[src/rtl/csi_slave_protocol_layer_if.sv]
// Byte-stream input and camera-style pixel output of the CSI-2 receive protocol layer.
// slave: the protocol layer itself; master: the byte source / pixel sink side.
interface csi_slave_protocol_layer_if;
    logic        in_valid;
    logic [7:0]  in_data;
    logic        vsync;
    logic        hsync;
    logic        data_valid;
    logic [13:0] data;
    logic [15:0] frame_num;
    logic        err_wc;
    logic        err_dt;
    logic        err_frame;
    logic        err_ecc;

    modport slave (
        input  in_valid, in_data,
        output vsync, hsync, data_valid, data, frame_num,
        output err_wc, err_dt, err_frame, err_ecc
    );

    modport master (
        output in_valid, in_data,
        input  vsync, hsync, data_valid, data, frame_num,
        input  err_wc, err_dt, err_frame, err_ecc
    );
endinterface

[src/rtl/csi_slave_protocol_layer.sv]
// CSI-2 receive protocol layer: parses FS/FE short packets and RAW14 long packets into 14-bit pixels.
// Optional header ECC byte check is enabled by defining CSI_SLAVE_ECC_CHECK_EN.
//
// state      | meaning
// ST_HDR     | collecting the 4 header bytes, decode on byte 3
// ST_PAYLOAD | consuming RAW14 payload in 7-byte groups
// ST_SKIP    | discarding the word count of a rejected long packet
module csi_slave_protocol_layer #(
    parameter int         IMAGE_LINES           = 4,
    parameter int         IMAGE_LINE_PIXELS     = 8,
    parameter logic [1:0] VIRTUAL_CHANNEL       = 2'd0,
    parameter logic [7:0] ECC                   = 8'h00,
    parameter logic [5:0] FRAME_START_DATA_TYPE = 6'h00,
    parameter logic [5:0] FRAME_END_DATA_TYPE   = 6'h01,
    parameter logic [5:0] PIXEL14BITS_DATA_TYPE = 6'h2D
) (
    input  logic                       clk,
    input  logic                       rst,
    csi_slave_protocol_layer_if.slave  bus
);

    localparam int PAYLOAD_WC = IMAGE_LINES * (IMAGE_LINE_PIXELS / 4) * 7;
    localparam int PIX_W      = (IMAGE_LINE_PIXELS > 1) ? $clog2(IMAGE_LINE_PIXELS) : 1;
    localparam int LINE_W     = $clog2(IMAGE_LINES + 1);

    localparam logic [PIX_W-1:0]  PIX_LAST     = PIX_W'(IMAGE_LINE_PIXELS - 1);
    localparam logic [LINE_W-1:0] LINE_FULL    = LINE_W'(IMAGE_LINES);
    localparam logic [15:0]       PAYLOAD_WC16 = 16'(PAYLOAD_WC);

    typedef enum logic [1:0] {
        ST_HDR,
        ST_PAYLOAD,
        ST_SKIP
    } state_t;

    state_t            state;
    logic [1:0]        hdr_idx;
    logic [7:0]        hdr_b0;
    logic [7:0]        hdr_b1;
    logic [7:0]        hdr_b2;
    logic [15:0]       byte_cnt;
    logic [2:0]        grp_idx;
    logic [23:0]       grp_tail;
    logic [7:0]        grp_msb [3];
    logic [13:0]       emit_pix [4];
    logic [1:0]        emit_idx;
    logic              emit_busy;
    logic [PIX_W-1:0]  pix_cnt;
    logic [LINE_W-1:0] line_cnt;

    logic        vsync_q;
    logic        hsync_q;
    logic        dv_q;
    logic [13:0] data_q;
    logic [15:0] frame_num_q;
    logic        err_wc_q;
    logic        err_dt_q;
    logic        err_frame_q;
    logic        err_ecc_q;

    logic [1:0]  hdr_vc;
    logic [5:0]  hdr_dt;
    logic [15:0] hdr_wc;
    logic        hdr_long;
    logic        hdr_vc_ok;
    logic        grp_done;
    logic        emit_now;
    logic        ecc_ok;
    logic [13:0] new_pix [4];
    logic [13:0] pix_out;

    assign hdr_vc    = hdr_b0[7:6];
    assign hdr_dt    = hdr_b0[5:0];
    assign hdr_wc    = {hdr_b2, hdr_b1};
    assign hdr_long  = (hdr_dt >= 6'h10);
    assign hdr_vc_ok = (hdr_vc == VIRTUAL_CHANNEL);

`ifdef CSI_SLAVE_ECC_CHECK_EN
    assign ecc_ok = (bus.in_data == ECC);
`else
    logic unused_ecc;
    assign unused_ecc = ^ECC;
    assign ecc_ok     = 1'b1;
`endif

    // Pixel 3's MSB byte is the 7th group byte, still on the input when the group completes.
    assign grp_done   = bus.in_valid && (state == ST_PAYLOAD) && (grp_idx == 3'd6);
    assign new_pix[0] = {grp_msb[0], grp_tail[5:0]};
    assign new_pix[1] = {grp_msb[1], grp_tail[11:6]};
    assign new_pix[2] = {grp_msb[2], grp_tail[17:12]};
    assign new_pix[3] = {bus.in_data, grp_tail[23:18]};

    assign emit_now = grp_done || emit_busy;
    assign pix_out  = grp_done ? new_pix[0] : emit_pix[emit_idx];

    always_ff @(posedge clk or posedge rst) begin
        if (rst) begin
            state       <= ST_HDR;
            hdr_idx     <= 2'd0;
            hdr_b0      <= 8'd0;
            hdr_b1      <= 8'd0;
            hdr_b2      <= 8'd0;
            byte_cnt    <= 16'd0;
            grp_idx     <= 3'd0;
            grp_tail    <= 24'd0;
            for (int i = 0; i < 3; i++) grp_msb[i] <= 8'd0;
            for (int i = 0; i < 4; i++) emit_pix[i] <= 14'd0;
            emit_idx    <= 2'd0;
            emit_busy   <= 1'b0;
            pix_cnt     <= '0;
            line_cnt    <= '0;
            vsync_q     <= 1'b0;
            hsync_q     <= 1'b0;
            dv_q        <= 1'b0;
            data_q      <= 14'd0;
            frame_num_q <= 16'd0;
            err_wc_q    <= 1'b0;
            err_dt_q    <= 1'b0;
            err_frame_q <= 1'b0;
            err_ecc_q   <= 1'b0;
        end else begin
            err_wc_q    <= 1'b0;
            err_dt_q    <= 1'b0;
            err_frame_q <= 1'b0;
            err_ecc_q   <= 1'b0;

            if (grp_done) begin
                for (int i = 0; i < 4; i++) emit_pix[i] <= new_pix[i];
                emit_idx  <= 2'd1;
                emit_busy <= 1'b1;
            end else if (emit_busy) begin
                emit_idx <= emit_idx + 2'd1;
                if (emit_idx == 2'd3) emit_busy <= 1'b0;
            end

            // HSync holds through gaps between groups of the same line, drops only at line end.
            if (emit_now) begin
                dv_q    <= 1'b1;
                data_q  <= pix_out;
                hsync_q <= 1'b1;
                if (pix_cnt == PIX_LAST) begin
                    pix_cnt <= '0;
                    if (line_cnt != LINE_FULL) line_cnt <= line_cnt + 1'b1;
                end else begin
                    pix_cnt <= pix_cnt + 1'b1;
                end
            end else begin
                dv_q    <= 1'b0;
                hsync_q <= (pix_cnt != '0);
            end

            if (bus.in_valid) begin
                case (state)
                    ST_HDR: begin
                        hdr_idx <= hdr_idx + 2'd1;
                        case (hdr_idx)
                            2'd0:    hdr_b0 <= bus.in_data;
                            2'd1:    hdr_b1 <= bus.in_data;
                            2'd2:    hdr_b2 <= bus.in_data;
                            default: ;
                        endcase
                        if (hdr_idx == 2'd3) begin
                            if (!ecc_ok) begin
                                err_ecc_q <= 1'b1;
                                if (hdr_long && (hdr_wc != 16'd0)) begin
                                    state    <= ST_SKIP;
                                    byte_cnt <= hdr_wc;
                                end
                            end else if (hdr_vc_ok && (hdr_dt == FRAME_START_DATA_TYPE)) begin
                                frame_num_q <= hdr_wc;
                                err_frame_q <= vsync_q;
                                vsync_q     <= 1'b1;
                                pix_cnt     <= '0;
                                line_cnt    <= '0;
                            end else if (hdr_vc_ok && (hdr_dt == FRAME_END_DATA_TYPE)) begin
                                vsync_q     <= 1'b0;
                                err_frame_q <= !vsync_q || (hdr_wc != frame_num_q) ||
                                               (line_cnt < LINE_FULL);
                            end else if (hdr_vc_ok && (hdr_dt == PIXEL14BITS_DATA_TYPE)) begin
                                if (hdr_wc == PAYLOAD_WC16) begin
                                    state       <= ST_PAYLOAD;
                                    byte_cnt    <= hdr_wc;
                                    grp_idx     <= 3'd0;
                                    err_frame_q <= !vsync_q;
                                end else begin
                                    err_wc_q <= 1'b1;
                                    if (hdr_wc != 16'd0) begin
                                        state    <= ST_SKIP;
                                        byte_cnt <= hdr_wc;
                                    end
                                end
                            end else begin
                                err_dt_q <= 1'b1;
                                if (hdr_long && (hdr_wc != 16'd0)) begin
                                    state    <= ST_SKIP;
                                    byte_cnt <= hdr_wc;
                                end
                            end
                        end
                    end
                    ST_PAYLOAD: begin
                        case (grp_idx)
                            3'd0:    grp_tail[7:0]   <= bus.in_data;
                            3'd1:    grp_tail[15:8]  <= bus.in_data;
                            3'd2:    grp_tail[23:16] <= bus.in_data;
                            3'd3:    grp_msb[0]      <= bus.in_data;
                            3'd4:    grp_msb[1]      <= bus.in_data;
                            3'd5:    grp_msb[2]      <= bus.in_data;
                            default: ;
                        endcase
                        grp_idx  <= (grp_idx == 3'd6) ? 3'd0 : grp_idx + 3'd1;
                        byte_cnt <= byte_cnt - 16'd1;
                        if (byte_cnt == 16'd1) state <= ST_HDR;
                    end
                    ST_SKIP: begin
                        byte_cnt <= byte_cnt - 16'd1;
                        if (byte_cnt == 16'd1) state <= ST_HDR;
                    end
                    default: state <= ST_HDR;
                endcase
            end
        end
    end

    assign bus.vsync      = vsync_q;
    assign bus.hsync      = hsync_q;
    assign bus.data_valid = dv_q;
    assign bus.data       = data_q;
    assign bus.frame_num  = frame_num_q;
    assign bus.err_wc     = err_wc_q;
    assign bus.err_dt     = err_dt_q;
    assign bus.err_frame  = err_frame_q;
    assign bus.err_ecc    = err_ecc_q;

endmodule

[src/flat_wrapper.sv]
// flat-port wrapper written by rule: the top's interface ports become plain ports
module csi_slave_protocol_layer_flat 
#(
    parameter int         IMAGE_LINES           = 4,
    parameter int         IMAGE_LINE_PIXELS     = 8,
    parameter logic [1:0] VIRTUAL_CHANNEL       = 2'd0,
    parameter logic [7:0] ECC                   = 8'h00,
    parameter logic [5:0] FRAME_START_DATA_TYPE = 6'h00,
    parameter logic [5:0] FRAME_END_DATA_TYPE   = 6'h01,
    parameter logic [5:0] PIXEL14BITS_DATA_TYPE = 6'h2D
)
  (clk, rst, bus_in_valid, bus_in_data, bus_vsync, bus_hsync, bus_data_valid, bus_data, bus_frame_num, bus_err_wc, bus_err_dt, bus_err_frame, bus_err_ecc);
  csi_slave_protocol_layer_if bus_i ();
  input  logic clk;
  input  logic rst;
  input wire logic [$bits(bus_i.in_valid)-1:0] bus_in_valid;
  input wire logic [$bits(bus_i.in_data)-1:0] bus_in_data;
  output wire logic [$bits(bus_i.vsync)-1:0] bus_vsync;
  output wire logic [$bits(bus_i.hsync)-1:0] bus_hsync;
  output wire logic [$bits(bus_i.data_valid)-1:0] bus_data_valid;
  output wire logic [$bits(bus_i.data)-1:0] bus_data;
  output wire logic [$bits(bus_i.frame_num)-1:0] bus_frame_num;
  output wire logic [$bits(bus_i.err_wc)-1:0] bus_err_wc;
  output wire logic [$bits(bus_i.err_dt)-1:0] bus_err_dt;
  output wire logic [$bits(bus_i.err_frame)-1:0] bus_err_frame;
  output wire logic [$bits(bus_i.err_ecc)-1:0] bus_err_ecc;
  assign bus_i.in_valid = bus_in_valid;
  assign bus_i.in_data = bus_in_data;
  assign bus_vsync = bus_i.vsync;
  assign bus_hsync = bus_i.hsync;
  assign bus_data_valid = bus_i.data_valid;
  assign bus_data = bus_i.data;
  assign bus_frame_num = bus_i.frame_num;
  assign bus_err_wc = bus_i.err_wc;
  assign bus_err_dt = bus_i.err_dt;
  assign bus_err_frame = bus_i.err_frame;
  assign bus_err_ecc = bus_i.err_ecc;
  csi_slave_protocol_layer #(.IMAGE_LINES(IMAGE_LINES), .IMAGE_LINE_PIXELS(IMAGE_LINE_PIXELS), .VIRTUAL_CHANNEL(VIRTUAL_CHANNEL), .ECC(ECC), .FRAME_START_DATA_TYPE(FRAME_START_DATA_TYPE), .FRAME_END_DATA_TYPE(FRAME_END_DATA_TYPE), .PIXEL14BITS_DATA_TYPE(PIXEL14BITS_DATA_TYPE)) u_core (.clk(clk), .rst(rst), .bus(bus_i));
endmodule
[config.mk]
export PLATFORM = sky130hd
export DESIGN_NAME = csi_slave_protocol_layer_flat
export DESIGN_NICKNAME = d
export VERILOG_FILES = /design/src/rtl/csi_slave_protocol_layer_if.sv /design/src/rtl/csi_slave_protocol_layer.sv /design/src/flat_wrapper.sv
export SDC_FILE = /design/constraint.sdc
export NUM_CORES = 1
export LEC_CHECK = 0
export CAP_MARGIN = 30
export CORE_ASPECT_RATIO = 1.75
export CORE_UTILIZATION = 35
export DETAILED_ROUTE_END_ITERATION = 10
export HOLD_SLACK_MARGIN = 0.15
export SYNTH_ARGS = -nofsm -noshare
export SYNTH_HDL_FRONTEND = slang
export SYNTH_SLANG_ARGS = --single-unit
export TNS_END_PERCENT = 10
[constraint.sdc]
create_clock -name clk -period 16.5 [get_ports clk]
set_input_delay 2.475 -clock clk [delete_from_list [all_inputs] [get_ports clk]]
set_output_delay 2.475 -clock clk [all_outputs]
set_load 0.02 [all_outputs]
==> results.json, run 1 <==
{
  "status": "finished, final reports clean",
  "synth.most_common_cell": "dfrtp_1",
  "coreArea_sq_um": 24800,
  "ys_types": 59,
  "die_x_um": 123,
  "cts_resized": 0,
  "cts_setup_buffers": 0,
  "dp_hpwl_mm": 13.8,
  "async_flop_share_pct": 100,
  "cp_data_arrival_time_ns": 4.92,
  "path_clk_slew_ns": 0.07,
  "ios": 48,
  "vias": 5925,
  "grt_max_degree": 129,
  "reg2reg_depth": 6,
  "syn_inst": 780,
  "synth-edff-count": 0,
  "slew_viol_final": 0,
  "fin_tns_setup_ns": 0,
  "drv_cap": 0,
  "dpl_cell_area_sq_um": 9630,
  "clock_latency_ns": 0.44,
  "setup_viol": 0,
  "startpoint_type": "input port",
  "yosysTopAreaCell": "dfrtp_1",
  "antenna_found_initial": 0,
  "remaining_drc_errors": 0,
  "synth_fp_nets": 806,
  "drt_iter0_drc": 349,
  "grt_pass1_wl_mm": 33.8,
  "diodes": 0,
  "power.leakage_nw": 4.80,
  "whs_ns": 0.462,
  "worst-r2r-setup-slack_ns": 13.74,
  "first_pass_iters": 4,
  "htree_levels": 4,
  "worst_slew_pin_slew_ns": 0.983,
  "cts_max_path_buffers": 2,
  "rsz0062_at_grt": "false",
  "max_freq_ghz": 0.219,
  "ys_ff_latch": 196,
  "seqPwrFrac_pct": 47.3,
  "instances_no_fill": 1132,
  "dp_cells": 1101,
  "power.density_nw_per_um2": 130,
  "power_frac_comb_pct": 20.8,
  "row_count": 76,
  "yosysTopAreaCellShare_pct": 55.1,
  "nets": 835,
  "ant_nets": 0,
  "areaGrowthSynthToFinish_pct": 15.1,
  "initial_utilization_pct": 35.9,
  "cts.sinks": 196,
  "globalplace.congestion": 0.849,
  "port_buffers": 46,
  "synth.cell_area_sq_um": 8910,
  "avgSynthCellArea_sq_um": 11.4,
  "synthTopCellsByArea": "dfrtp_1, nand2_1, mux2_1",
  "finalCritPeriodShare_pct": 27.6,
  "synth_commonest_cells": "dfrtp_1, nand2_1, mux2_1",
  "hold_viol": 0,
  "cp_max_fo": 75,
  "maxSlewHeadroom_pct": 34.2,
  "irDropWorstVdd_mv": 0.0741,
  "p_sw_share_pct": 31.2,
  "dieArea_sq_um": 26100,
  "cp_data_required_time_ns": 16.86,
  "internal_power_mw": 0.915,
  "p_total_mw": 1.33,
  "ys_seq_area_share_pct": 55.1,
  "wirelength_mm": 20.8,
  "layout_min_cycle_time_ns": 4.56,
  "synthFlopType": "dfrtp_1",
  "vias_per_cell": 5.23,
  "grt-ovfl-total": 0,
  "drive_gt1_share_pct": 13.2,
  "p_clk_share_pct": 31.9,
  "cts_made_buffers": 17,
  "design_area_sq_um": 10300,
  "hold_buffers": 0,
  "hold_class": "register to register",
  "reg2reg_to": "u_core.byte_cnt[1]$_DFFE_PP0P_",
  "critPathKind": "input port to register",
  "yosys_warnings": 0,
  "grt_pass1_vias": 6179,
  "cp-startpoint": "bus_in_valid",
  "track_usage_pct": 17.4,
  "wl_per_cell_um": 18.4,
  "endpoint_kind": "register",
  "cts_tree": "yes",
  "root_buffer": "clkbuf_16",
  "die_h_um": 213,
  "skew_ns": 0.00958,
  "crit_end": "u_core.pix_cnt[0]$_DFF_PP0_",
  "r2r-start": "u_core.state[1]$_DFFE_PP0P_",
  "p_sw_mw": 0.415
}
-- cell families after synthesis --
group | count (synthesis) | synth area share (%)
buffers and inverters | 62 | 3.15
flip-flops | 196 | 55.1
other | 1 | 0.0421
XOR/XNOR | 19 | 1.87
adder cells (fa/ha/maj) | 15 | 2.11
AO/OA/AOI/OAI | 82 | 6.01
AND/OR/NAND/NOR | 282 | 14.7
multiplexers | 123 | 17.1
-- metrics by stage --
stage / util, % / worst slack [ns]
3_3_place_gp: 38.7 / 11.48
4_1_cts: 41.2 / 11.97
6_report: 41.3 / 11.94
5_1_grt: 41.3 / 11.79
3_5_place_dp: 38.8 / 11.49
2_1_floorplan: - / 8.68
-- critical path, cell delays in order --
cell	delay, ns
clkdlybuf4s50_1	0.70
nand3b_1	0.22
nor2_4	0.14
buf_4	0.63
nor2_1	0.24
or3_1	0.36
a21oi_1	0.12
-- power groups by stage --
stage	clock, mW	sequential, mW	combinational [mW]
5_1_grt	0.455	0.641	0.308
4_1_cts	0.434	0.629	0.280
6_report	0.424	0.629	0.277
3_3_place_gp	0	0.636	0.274
2_1_floorplan	0	0.616	0.207
3_5_place_dp	0	0.637	0.279
-- sequential cells by signal, summed over array words and instances, names as in the netlist, 2 cells and up --
register              count
u_core.grp_tail          24
u_core.hdr_b2             8
u_core.pix_cnt            3
u_core.bus.data          14
u_core.grp_idx            3
u_core.line_cnt           3
u_core.byte_cnt          16
u_core.state              2
u_core.bus.frame_num     16
u_core.emit_idx           2
u_core.hdr_b0             8
u_core.hdr_b1             8
u_core.emit_pix          56
u_core.grp_msb           24
u_core.hdr_idx            2
-- layer usage --
layer  wire (um)  global-route usage (%)  up-vias
met2       11300                    31.2       79
met4         610                    7.49        0
met3         511                    3.18       31
met5           0                       0        -
li1            -                       -     2765
met1        8390                    19.9     3050
-- placed cells by master, fill, tap and decap left out, types with 17 or more instances in the layout --
cell / synthesis / routed
clkbuf_16: 0 / 17
clkdlybuf4s50_1: 0 / 46
dfrtp_1: 196 / 196
mux2_1: 48 / 48
mux2_2: 41 / 41
mux2i_1: 19 / 19
nand2_1: 187 / 187
nor2_1: 25 / 23
o21ai_0: 17 / 17
xnor2_1: 19 / 19
-- worst min-delay path by stage --
stage | start | end | cells after the start
floorplan | u_core.grp_tail[12]$_DFFE_PP0P_ | u_core.emit_pix[14]$_DFFE_PP0P_ | 2
global placement | u_core.grp_msb[8]$_DFFE_PP0P_ | u_core.emit_pix[34]$_DFFE_PP0P_ | 2
detailed placement | u_core.grp_tail[15]$_DFFE_PP0P_ | u_core.emit_pix[17]$_DFFE_PP0P_ | 2
CTS | u_core.grp_tail[15]$_DFFE_PP0P_ | u_core.emit_pix[17]$_DFFE_PP0P_ | 2
global route | u_core.emit_pix[24]$_DFFE_PP0P_ | u_core.emit_pix[24]$_DFFE_PP0P_ | 2
finish | u_core.grp_tail[14]$_DFFE_PP0P_ | u_core.emit_pix[16]$_DFFE_PP0P_ | 2
-- layout make-up --
type,instances,area (sq um)
Tap cell,312,390
Fill cell,2376,14600
Clock buffer,19,443
Inverter,17,71.3
Timing Repair Buffer,55,556
Sequential cell,196,4900
Multi-Input combinational cell,522,3740
Clock inverter,11,151
Power figures use the tool's default switching activity.
==> inputs of run 2 (changes only) <==
==> constraint.sdc (replaced) <==
create_clock -name clk -period 3.9 [get_ports clk]
set_input_delay 0.585 -clock clk [delete_from_list [all_inputs] [get_ports clk]]
set_output_delay 0.585 -clock clk [all_outputs]
set_load 0.02 [all_outputs]
==> results.json, run 2 (same netlist as run 1, synthesis figures left out) <==
{
  "largest_register_ffs": 56,
  "reg_top3": "u_core.emit_pix (56), u_core.grp_msb (24), u_core.grp_tail (24)",
  "cts_max_path_buffers": 2,
  "irDropWorstVdd_mv": 0.343,
  "grt-busiest-layer": "met2",
  "clock_latency_ns": 0.45,
  "cts_resized": 0,
  "startpoint_type": "register",
  "cp_cell_sequence": "inv_1 > ha_1 > or4b_1 > o211a_1 > nand2_1 > mux2i_1",
  "die_h_um": 213,
  "antenna_found_initial": 0,
  "use_met3_pct": 3.71,
  "power.density_nw_per_um2": 549,
  "final-seq-area_sq_um": 4900,
  "htree_levels": 4,
  "globalplace.congestion": 0.854,
  "reg2reg_depth": 6,
  "mostFrequentLayoutCells": "dfrtp_1, nand2_1, mux2_1",
  "remaining_drc_errors": 0,
  "internal_power_mw": 3.84,
  "cts_setup_buffers": 0,
  "slew_viol_final": 0,
  "wirelength_mm": 21.4,
  "worst-r2r-setup-slack_ns": 1.27,
  "r2r-start": "u_core.state[1]$_DFFE_PP0P_",
  "maxSlewHeadroom_pct": 36.2,
  "mostFrequentLayoutCell": "dfrtp_1",
  "path_clk_slew_ns": 0.07,
  "fin_tns_setup_ns": 0,
  "use_met2_pct": 31.8,
  "cts_made_buffers": 17,
  "status": "finished, final reports clean",
  "drv_cap": 0,
  "seqPwrFrac_pct": 47.2,
  "track_usage_pct": 17.8,
  "die_x_um": 123,
  "hold_buffers": 0,
  "cts_tree": "yes",
  "cts.sinks": 196,
  "multi_input_area_sq_um": 3730,
  "worst_slew_pin_slew_ns": 0.957,
  "ant_nets": 0,
  "met1_usage_pct": 20.0,
  "drive_gt1_share_pct": 14.0,
  "p_sw_share_pct": 32.1,
  "vias": 5910,
  "layout_min_cycle_time_ns": 2.63,
  "grt_pass1_vias": 6108,
  "critPathKind": "register to register",
  "grt-ovfl-total": 0,
  "setup_viol": 0,
  "power.leakage_nw": 4.81,
  "rsz0062_at_grt": "false",
  "root_buffer": "clkbuf_16",
  "hold_class": "register to register",
  "wl_per_cell_um": 18.8,
  "reg2reg_to": "u_core.byte_cnt[1]$_DFFE_PP0P_",
  "min_from": "u_core.grp_msb[8]$_DFFE_PP0P_",
  "p_sw_mw": 1.81,
  "vias_per_cell": 5.18,
  "diodes": 0,
  "endpoint_kind": "register",
  "grt_max_degree": 51,
  "finalCritPeriodShare_pct": 67.5,
  "fillers": 2321,
  "max_freq_ghz": 0.380,
  "critPathMaxStageDelay_ns": 0.51,
  "port_buffers": 46,
  "initial_utilization_pct": 35.9,
  "worstHoldEndpoint": "u_core.emit_pix[34]$_DFFE_PP0P_",
  "power_frac_comb_pct": 20.9,
  "row_count": 76,
  "dieArea_sq_um": 26100,
  "utilization_pct": 41.5,
  "dp_hpwl_mm": 14.8,
  "skew_ns": 0.00685,
  "cp_data_arrival_time_ns": 3.00,
  "coreArea_sq_um": 24800,
  "cp_max_fo": 20,
  "nets": 841,
  "drt_iter0_drc": 403,
  "hold_depth": 2,
  "first_pass_iters": 4,
  "hold_viol": 0,
  "ios": 48,
  "largest_register": "u_core.emit_pix",
  "critPathSlowestCell": "ha_1",
  "areaGrowthSynthToFinish_pct": 15.6,
  "grt_pass1_wl_mm": 34.2,
  "p_clk_share_pct": 31.9,
  "cp_data_required_time_ns": 4.27
}
## run 2: cell types whose count changed in the layout (fill, tap and decap cells not counted), sizes merged
cell / change
buf: +6
clkinvlp: +6
clkinv: -3
bufinv: -1
## run 2: critical path, delay by kind of cell, from the launching register on
family | cells | cell delay, ns
compound gates | 1 | 0.50
buf+inv | 1 | 0.10
simple gates | 2 | 0.85
mux | 1 | 0.23
flops | 1 | 0.36
fa+ha+maj | 1 | 0.51
## run 2: power by group through the flow
stage / registers, mW / logic, mW / clock network [mW]
floorplan: 2.61 / 0.875 / 0
global placement: 2.69 / 1.17 / 0
detailed placement: 2.70 / 1.19 / 0
CTS: 2.66 / 1.19 / 1.85
global route: 2.71 / 1.30 / 1.93
finish: 2.67 / 1.18 / 1.80
## run 2: worst max-delay path by stage
stage / to / start / slack [ns] / depth (start not counted)
finish: u_core.byte_cnt[1]$_DFFE_PP0P_ / u_core.state[1]$_DFFE_PP0P_ / 1.27 / 6
global route: u_core.byte_cnt[1]$_DFFE_PP0P_ / u_core.state[1]$_DFFE_PP0P_ / 1.05 / 6
CTS: u_core.byte_cnt[1]$_DFFE_PP0P_ / u_core.state[1]$_DFFE_PP0P_ / 1.28 / 6
detailed placement: u_core.bus.frame_num[1]$_DFFE_PP0P_ / bus_in_valid / 1.05 / 6
global placement: u_core.line_cnt[2]$_DFF_PP0_ / bus_in_valid / 1.12 / 6
floorplan: u_core.bus.data[0]$_DFFE_PP0N_ / rst / 0.78 / 1
## run 2: per-stage QoR
step	setup WS [ns]	area (sq um)	power (mW)	instances	hold slack, ns
2_1_floorplan	0.783	8910	3.48	780	0.432
3_3_place_gp	1.12	9690	3.86	1108	0.440
3_5_place_dp	1.05	9690	3.89	1108	0.450
4_1_cts	1.28	10300	5.70	1140	0.459
5_1_grt	1.05	10300	5.94	1140	0.479
6_report	1.27	10300	5.65	1140	0.458
## run 2: cell type report
type,count,area share [%]
Sequential cell,196,47.6
Multi-Input combinational cell,522,36.3
Clock buffer,19,4.40
Tap cell,312,3.79
Inverter,17,0.656
Clock inverter,13,1.43
Timing Repair Buffer,61,5.81
## run 2: layer usage
layer	up-vias	share of wire, %
li1	2782	-
met1	3008	40
met2	84	55
met3	36	2.5
met4	0	3.0
met5	-	0
